==> config.mk <==
export PLATFORM = sky130hd
export DESIGN_NAME = alu_bist
export DESIGN_NICKNAME = d
export VERILOG_FILES = /design/src/rtl/alu_bist.sv
export SDC_FILE = /design/constraint.sdc
export NUM_CORES = 1
export LEC_CHECK = 0
export ABC_AREA = 1
export CAP_MARGIN = 20
export CORE_MARGIN = 10
export CORE_UTILIZATION = 25
export DETAILED_ROUTE_END_ITERATION = 10
export SYNTH_ARGS = -nofsm -noshare
export SYNTH_HDL_FRONTEND = slang
export SYNTH_SLANG_ARGS = --single-unit
export TNS_END_PERCENT = 5
==> constraint.sdc <==
create_clock -name clk -period 1.97 [get_ports clk]
set_input_delay 0.591 -clock clk [delete_from_list [all_inputs] [get_ports clk]]
set_output_delay 0.591 -clock clk [all_outputs]
set_load 0.005 [all_outputs]
==> src/rtl/alu_bist.sv <==
// alu_bist: self-test driver and checker for the 4-bit combinational alu (a, b, s -> y).
// Optional first-failure capture into fail_info is built when ALU_BIST_FAIL_CAPTURE_EN is defined.
//
// state  | meaning
// IDLE   | waiting for start, outputs at reset values
// DRIVE  | current vector held on alu_a/b/s while the settle counter runs down
// SAMPLE | compare alu_y against the golden value, step to the next vector
// DONE   | run finished, result held until start or reset
module alu_bist #(
    parameter int unsigned NUM_VECTORS   = 8,
    parameter int unsigned SETTLE_CYCLES = 1,
    parameter logic [7:0]  SEED          = 8'hA5
) (
    input  logic                               clk,
    input  logic                               reset_n,
    input  logic                               start,
    output logic [3:0]                         alu_a,
    output logic [3:0]                         alu_b,
    output logic [1:0]                         alu_s,
    input  logic [3:0]                         alu_y,
    output logic                               busy,
    output logic                               done,
    output logic                               pass,
    output logic [$clog2(NUM_VECTORS+1)-1:0]   err_count,
    output logic [13:0]                        fail_info
);

    localparam int EC_W  = $clog2(NUM_VECTORS + 1);
    localparam int IDX_W = (NUM_VECTORS > 1) ? $clog2(NUM_VECTORS) : 1;
    localparam int SET_W = (SETTLE_CYCLES > 1) ? $clog2(SETTLE_CYCLES) : 1;

    // An all-zero seed would lock the LFSR, so it is promoted to 1.
    localparam logic [7:0]       SEED_EFF    = (SEED == 8'h00) ? 8'h01 : SEED;
    localparam logic [IDX_W-1:0] LAST_IDX    = IDX_W'(NUM_VECTORS - 1);
    localparam logic [SET_W-1:0] SETTLE_LOAD = SET_W'(SETTLE_CYCLES - 1);

    typedef enum logic [1:0] {
        IDLE   = 2'd0,
        DRIVE  = 2'd1,
        SAMPLE = 2'd2,
        DONE   = 2'd3
    } state_t;

    state_t           state;
    state_t           state_nxt;
    logic             load_run;
    logic             step;
    logic [7:0]       lfsr;
    logic             lfsr_fb;
    logic [IDX_W-1:0] idx;
    logic [1:0]       vec_s;
    logic [SET_W-1:0] settle_cnt;
    logic [3:0]       golden;
    logic             mismatch;

    always_ff @(posedge clk or negedge reset_n) begin
        if (!reset_n) begin
            state <= IDLE;
        end else begin
            state <= state_nxt;
        end
    end

    always_comb begin
        state_nxt = state;
        load_run  = 1'b0;
        step      = 1'b0;
        case (state)
            IDLE, DONE: begin
                if (start) begin
                    state_nxt = DRIVE;
                    load_run  = 1'b1;
                end
            end
            DRIVE: begin
                if (settle_cnt == '0) begin
                    state_nxt = SAMPLE;
                end
            end
            SAMPLE: begin
                if (idx == LAST_IDX) begin
                    state_nxt = DONE;
                end else begin
                    state_nxt = DRIVE;
                    step      = 1'b1;
                end
            end
            default: state_nxt = IDLE;
        endcase
    end

    always_comb begin
        golden = 4'h0;
        case (alu_s)
            2'b00:   golden = alu_a & alu_b;
            2'b01:   golden = alu_a | alu_b;
            2'b10:   golden = alu_a + alu_b;
            default: golden = alu_a - alu_b;
        endcase
    end

    // Case equality so an X/Z result at the sample edge is scored as a miss.
    assign mismatch = (state == SAMPLE) && !(alu_y === golden);

    // x^8+x^6+x^5+x^4+1, shifting left: taps at bits 7,5,4,3.
    assign lfsr_fb = lfsr[7] ^ lfsr[5] ^ lfsr[4] ^ lfsr[3];

    always_ff @(posedge clk or negedge reset_n) begin
        if (!reset_n) begin
            lfsr       <= 8'h00;
            idx        <= '0;
            vec_s      <= 2'd0;
            settle_cnt <= '0;
            err_count  <= '0;
        end else if (load_run) begin
            lfsr       <= SEED_EFF;
            idx        <= '0;
            vec_s      <= 2'd0;
            settle_cnt <= SETTLE_LOAD;
            err_count  <= '0;
        end else begin
            if (state == DRIVE && settle_cnt != '0) begin
                settle_cnt <= settle_cnt - SET_W'(1);
            end
            if (mismatch) begin
                err_count <= err_count + EC_W'(1);
            end
            if (step) begin
                lfsr       <= {lfsr[6:0], lfsr_fb};
                idx        <= idx + IDX_W'(1);
                vec_s      <= vec_s + 2'd1;
                settle_cnt <= SETTLE_LOAD;
            end
        end
    end

    assign alu_a = lfsr[7:4];
    assign alu_b = lfsr[3:0];
    assign alu_s = vec_s;
    assign busy  = (state == DRIVE) || (state == SAMPLE);
    assign done  = (state == DONE);
    assign pass  = (state == DONE) && (err_count == '0);

`ifdef ALU_BIST_FAIL_CAPTURE_EN
    logic [13:0] fail_q;

    // Only the first miss of a run is kept; err_count==0 marks it as the first.
    always_ff @(posedge clk or negedge reset_n) begin
        if (!reset_n) begin
            fail_q <= 14'h0;
        end else if (load_run) begin
            fail_q <= 14'h0;
        end else if (mismatch && err_count == '0) begin
            fail_q <= {alu_a, alu_b, alu_s, alu_y};
        end
    end

    assign fail_info = fail_q;
`else
    assign fail_info = 14'h0;
`endif

endmodule

---- Word level (Yosys, flattened, before mapping) ----
Index checks and enable logic that the tools add are counted.
storage, ports and cells
  register bits after elaboration ......... 20
  bits of input ports ..................... 7
  output and inout bits ................... 31
cells by class
  add/sub/neg operators ................... 6
  equal/unequal tests ..................... 9
  muxes and demuxes ....................... 20
  bitwise gates (word level) .............. 5
  reductions and logical operators ........ 13
operators by type and width
  kind                                                 number
  2-to-1 mux 8 bit                                     2
  case mux 4 bit (3 select lines)                      1
  2-to-1 mux 2 bit                                     5
  2-to-1 mux 4 bit                                     2
  2-to-1 mux 1 bit                                     7
  equality test 2 bit, second input constant           3
  2-to-1 mux 3 bit                                     2
  case mux 2 bit (3 select lines)                      1
  adder 4 x 1 -> 4 bit, second input constant          1
  adder 4 bit                                          1
  bitwise AND 4 bit                                    1
  equality test 2 x 1 -> 1 bit, second input constant  2
  === test 4 bit                                       1
  logical NOT 2 bit                                    2
  logical NOT 4 bit                                    1
  != test 2 bit, second input constant                 2
  OR 4 bit                                             1
  nonzero test 2 bit                                   2
  subtractor 4 bit                                     1
  adder 3 x 1 -> 3 bit, second input constant          1
  equality test 3 bit, second input constant           1
  logical AND 1 bit                                    3
  nonzero test 3 bit                                   1
  bitwise XOR 1 bit                                    3
  6 further kinds                                      6

---- Logic depth before layout (Yosys ltp) ----
  depth in word-level cells ............... 7
  gate-level depth with buffers ........... 17
  mapped depth without buffers ............ 17

---- Worst setup path before layout ----
Ideal clock, no wire load.
  path kind ............................... register -> register
  start point ............................. register lfsr[0]
  end point ............................... register err_count[2]
  arrival time ............................ 2.150 ns
  data required time ...................... 1.904 ns
  slack ................................... -0.246 ns
  stages on the path, launching flop included .. 18
  period minus slack after synthesis ...... 2.216 ns
  path through ............................ dfrtp_1 > inv_1 > ha_1 > inv_1 > o21ai_0 > inv_1 > fa_1 > inv_1 > nand2_1 > nand3_2 > nand3_1 > nand2_2 > nand2_2 > nor2_4 > nand3_4 > nand2_4 > nand3_1 > nand2_1
on the way
  longest elaborated chain between the ends .. 6
  elaborated cells on any way between the ends .. 9
  classes of those cells .................. 2 x add/sub; 1 x eq/ne; 1 x mux; 2 x bitwise; 3 x reduce/logical
RTL lines
  item                                      RTL line  source
  start, declared                           48        logic [7:0] lfsr;
  start signal, assigned                    129       lfsr <= {lfsr[6:0], lfsr_fb};
  subtractor 4 bit (tied with other cells)  98        default: golden = alu_a - alu_b;
  case mux 4 bit (3 select lines) (*)       94        case (alu_s)
  === test 4 bit (*)                        103       assign mismatch = (state == SAMPLE) && !(alu_y === golden);
  logical NOT 1 bit (*)                     103
  logical AND 1 bit (*)                     103
  nonzero test 2 bit (no line) (*)          -
  end signal, assigned                      126       err_count <= err_count + EC_W'(1);
  end, declared                             24        output logic [$clog2(NUM_VECTORS+1)-1:0] err_count,
Every way passes the cells marked *; elsewhere a longest branch is shown, timed or not.
A chain may end at the register's enable or synchronous reset.

---- Worst setup path after layout ----
  start point ............................. register vec_s[0] (netlist: alu_s[0])
  end point ............................... register err_count[1]
on the way
  longest elaborated chain between the ends .. 6
  elaborated cells on any way between the ends .. 8
  classes of those cells .................. 3 x eq/ne; 1 x mux; 4 x reduce/logical
RTL lines
  item                                         RTL line  source
  start, declared                              51        logic [1:0] vec_s;
  start signal, assigned                       131       vec_s <= vec_s + 2'd1;
  equality test 2 bit (tied with other cells)  94
  case mux 4 bit (3 select lines) (*)          94
  === test 4 bit (*)                           103
  logical NOT 1 bit (*)                        103
  logical AND 1 bit (*)                        103
  nonzero test 2 bit (no line) (*)             -
Marks and branches as above.

==> impl_metrics.yaml <==
routing:
  drt_iter0_markers: 66
  avgRoutedWirePerCell_um: 11.93
  drcViolationCount: 0
  drtAntennaViolNets: 0
  vias: 1346
  drt-total-wl_um: 3723
  viasPerCell: 4.314
  dr.pass1.iters: 4
setup_path:
  cpMaxStageDelayCell: "fa_2"
  crit_fanout: 5
  cp-start-kind: "flip-flop"
  regToRegSetupSlack_ns: -0.26
  reg2reg_to: "err_count[1]$_DFFE_PN0P_"
  required_ns: 2.18
  endpoint: "err_count[1]$_DFFE_PN0P_"
  crit_chain: "inv_1 > ha_4 > nand2_1 > o21ai_4 > inv_2 > fa_2 > nand2_2 > nand4_1 > nand3_2 > nor2_4 > nand3_4 > nand2_4 > nand3_2 > nand2_2"
  cp_top_family: "simple AND/OR/NAND/NOR gates"
  critPathKind: "reg -> reg"
  slowest_delay_ns: 0.54
  crit_path_end_kind: "flip-flop"
  worstPathArrival_ns: 2.44
  path_depth: 14
  crit_start: "alu_s[0]$_DFFE_PN0P_"
  r2r_cells: 14
  r2r-start: "alu_s[0]$_DFFE_PN0P_"
  path_buf_inv: 2
min_path:
  min_path_type: "reg -> reg"
final_layout:
  multi_input_area_um2: 912.1
  fin_util_pct: 35.14
  area_delta_synth_final_pct: 36.09
  finish.net_count: 261
  antenna_cells: 0
  stdcell_count: 312
  final-seq-area_um2: 500.5
  drive_gt1_share_pct: 29.11
  nFillCells: 623
sta:
  layout_setup_ws_ns: -0.2576
  fin_skew_ns: 0.004274
  holdWs_ns: 0.5079
  rsz0062_at_grt: "true"
  finalSetupViolations: 4
  finalHoldViolCount: 0
  post-route-min-period_ns: 2.228
  fmax_mhz: 448.9
  final.period_utilization_pct: 113.1
  slew_viol_final: 0
  fin_tns_setup_ns: -1.011
outcome:
  status: "complete, but fails checks"
  violations: "setup timing"
clock_network:
  clockBufferDepth: 2
  root_buffer: "clkbuf_8"
  cts_tree: "done"
  hold_buffers: 0
  clock-sinks: 20
  clk_latency_ns: 0.26
  cts.clk_slew.worst_paths_ns: 0.08
  cts_max_level: 1
  cts-buffers-inserted: 3
synthesis:
  synth-seq-cells: 20
  yosysUniqueCellTypes: 29
  synth_area_per_cell_um2: 8.090
  synth_ff_type: "dfrtp_1"
  synthArstFlopShare_pct: 100.0
  syn_area_um2: 1529
  seq_area_frac_synth_pct: 32.73
  ys_warn_count: 0
  syn_inst: 189
  synth_edf_count: 0
die:
  die_y_um: 98.21
  io_pins: 38
  core_um2: 5921
  rows: 28
  start_util_pct: 25.82
  die_area_um2: 9644
  die_w_um: 98.21
global_route:
  grt_overflow: 0
  grt_use_total_pct: 7.741
  grt_max_degree: 21
  grt_pass1_wl_um: 6389
  grt_pass1_vias: 1413
  antenna_found_initial: 0
place:
  port_buffers: 23
  place_inst: 307
  hpwl_um: 3050
  place.gp.congestion: 0.8345
pwr:
  power.leakage_nw: 1.058
  p_per_area_nw_per_um2: 1351
  vdd_ir_drop_max_v: 0.0004274
job:
  drv_cap: 0
-- worst min path at each step --
stage / slack [ns] / from / depth (start not counted) / to
global route: 0.53 / idx[2]$_DFFE_PN0P_ / 1 / idx[2]$_DFFE_PN0P_
finish: 0.51 / idx[0]$_DFFE_PN0P_ / 1 / idx[0]$_DFFE_PN0P_
global placement: 0.49 / idx[0]$_DFFE_PN0P_ / 1 / idx[0]$_DFFE_PN0P_
detailed placement: 0.50 / idx[0]$_DFFE_PN0P_ / 1 / idx[0]$_DFFE_PN0P_
floorplan: 0.30 / reset_n / 0 / alu_s[0]$_DFFE_PN0P_
CTS: 0.51 / idx[0]$_DFFE_PN0P_ / 1 / idx[0]$_DFFE_PN0P_
-- routing by layer --
metal	wire, um	up-vias	track usage (%)	share of wire, %
li1	-	683	-	-
met1	1588	616	8.825	43
met2	1815	45	13.25	49
met3	299	2	2.960	8.0
met4	19	0	1.985	0.51
met5	0	-	0	0
-- area by class of cell --
type | count | area share [%]
Multi-Input combinational cell | 133 | 43.84
Sequential cell | 20 | 24.05
Timing Repair Buffer | 45 | 18.64
Inverter | 35 | 6.314
Tap cell | 75 | 4.510
Clock buffer | 4 | 2.646
-- kinds of logic after synthesis --
kind of cell	Yosys count	share of synthesized area [%]
buf+inv	49	15.47
xor+xnor	3	1.719
compound gates	23	9.739
fa+ha+maj	16	13.58
other cells	1	0.2453
flops	20	32.73
simple gates	77	26.51
-- registers in the layout (all words and copies together), names as in the netlist --
register and flops:
lfsr 8, err_count 4, idx 3, alu_s 2, state 2, settle_cnt 1
-- layout by cell type (no fill, tap or decap), types with 6 or more instances in the layout --
cell type,Yosys,layout
nand3_1,15,10
buf_4,14,22
nor2_1,7,7
conb_1,1,14
inv_2,5,8
clkdlybuf4s50_1,0,20
nand4_1,6,6
ha_1,15,13
o21ai_0,8,7
nand3_2,2,7
inv_1,30,27
dfrtp_1,20,20
nand2_2,9,12
nand2_1,27,24
-- Yosys cell counts, types with 3 or more instances --
cell | number | area [um2]
nor2_1 | 7 | 26.28
inv_2 | 5 | 18.77
ha_1 | 15 | 187.7
inv_1 | 30 | 112.6
nor2_2 | 4 | 25.02
o22ai_1 | 4 | 25.02
a22oi_1 | 3 | 22.52
nand2_1 | 27 | 101.4
nand3_1 | 15 | 75.07
dfrtp_1 | 20 | 500.5
nand2_2 | 9 | 56.30
buf_4 | 14 | 105.1
xor2_1 | 3 | 26.28
nand4_1 | 6 | 37.54
o21ai_0 | 8 | 40.04
-- through the flow --
stage | instance area, um2 | setup slack (ns) | power (W)
finish | 2081 | -0.2576 | 0.002811
global route | 2081 | -0.3887 | 0.003099
CTS | 2021 | -0.2753 | 0.002756
detailed placement | 1958 | -0.2644 | 0.002433
global placement | 1958 | -0.2131 | 0.002403
floorplan | 1582 | -0.1590 | 0.001734
-- repair_timing --
action | in CTS | in global routing
gates cloned | 0 | 0
pin swaps | 0 | 13
setup endpoints to repair | 7 | 8
resized for setup | 3 | 19
endpoints found under the hold margin | 0 | 0
setup buffers | 1 | 0
-- power by group --
part	internal [W]	leakage (nW)	switching, W	total, W
registers	0.000521	0.255	0.0000886	0.000609
logic	0.000863	0.775	0.00101	0.00188
clock network	0.000178	0.0288	0.000146	0.000325
total	0.00156	1.06	0.00125	0.00281
No activity file was read; power rests on OpenSTA's default activity.
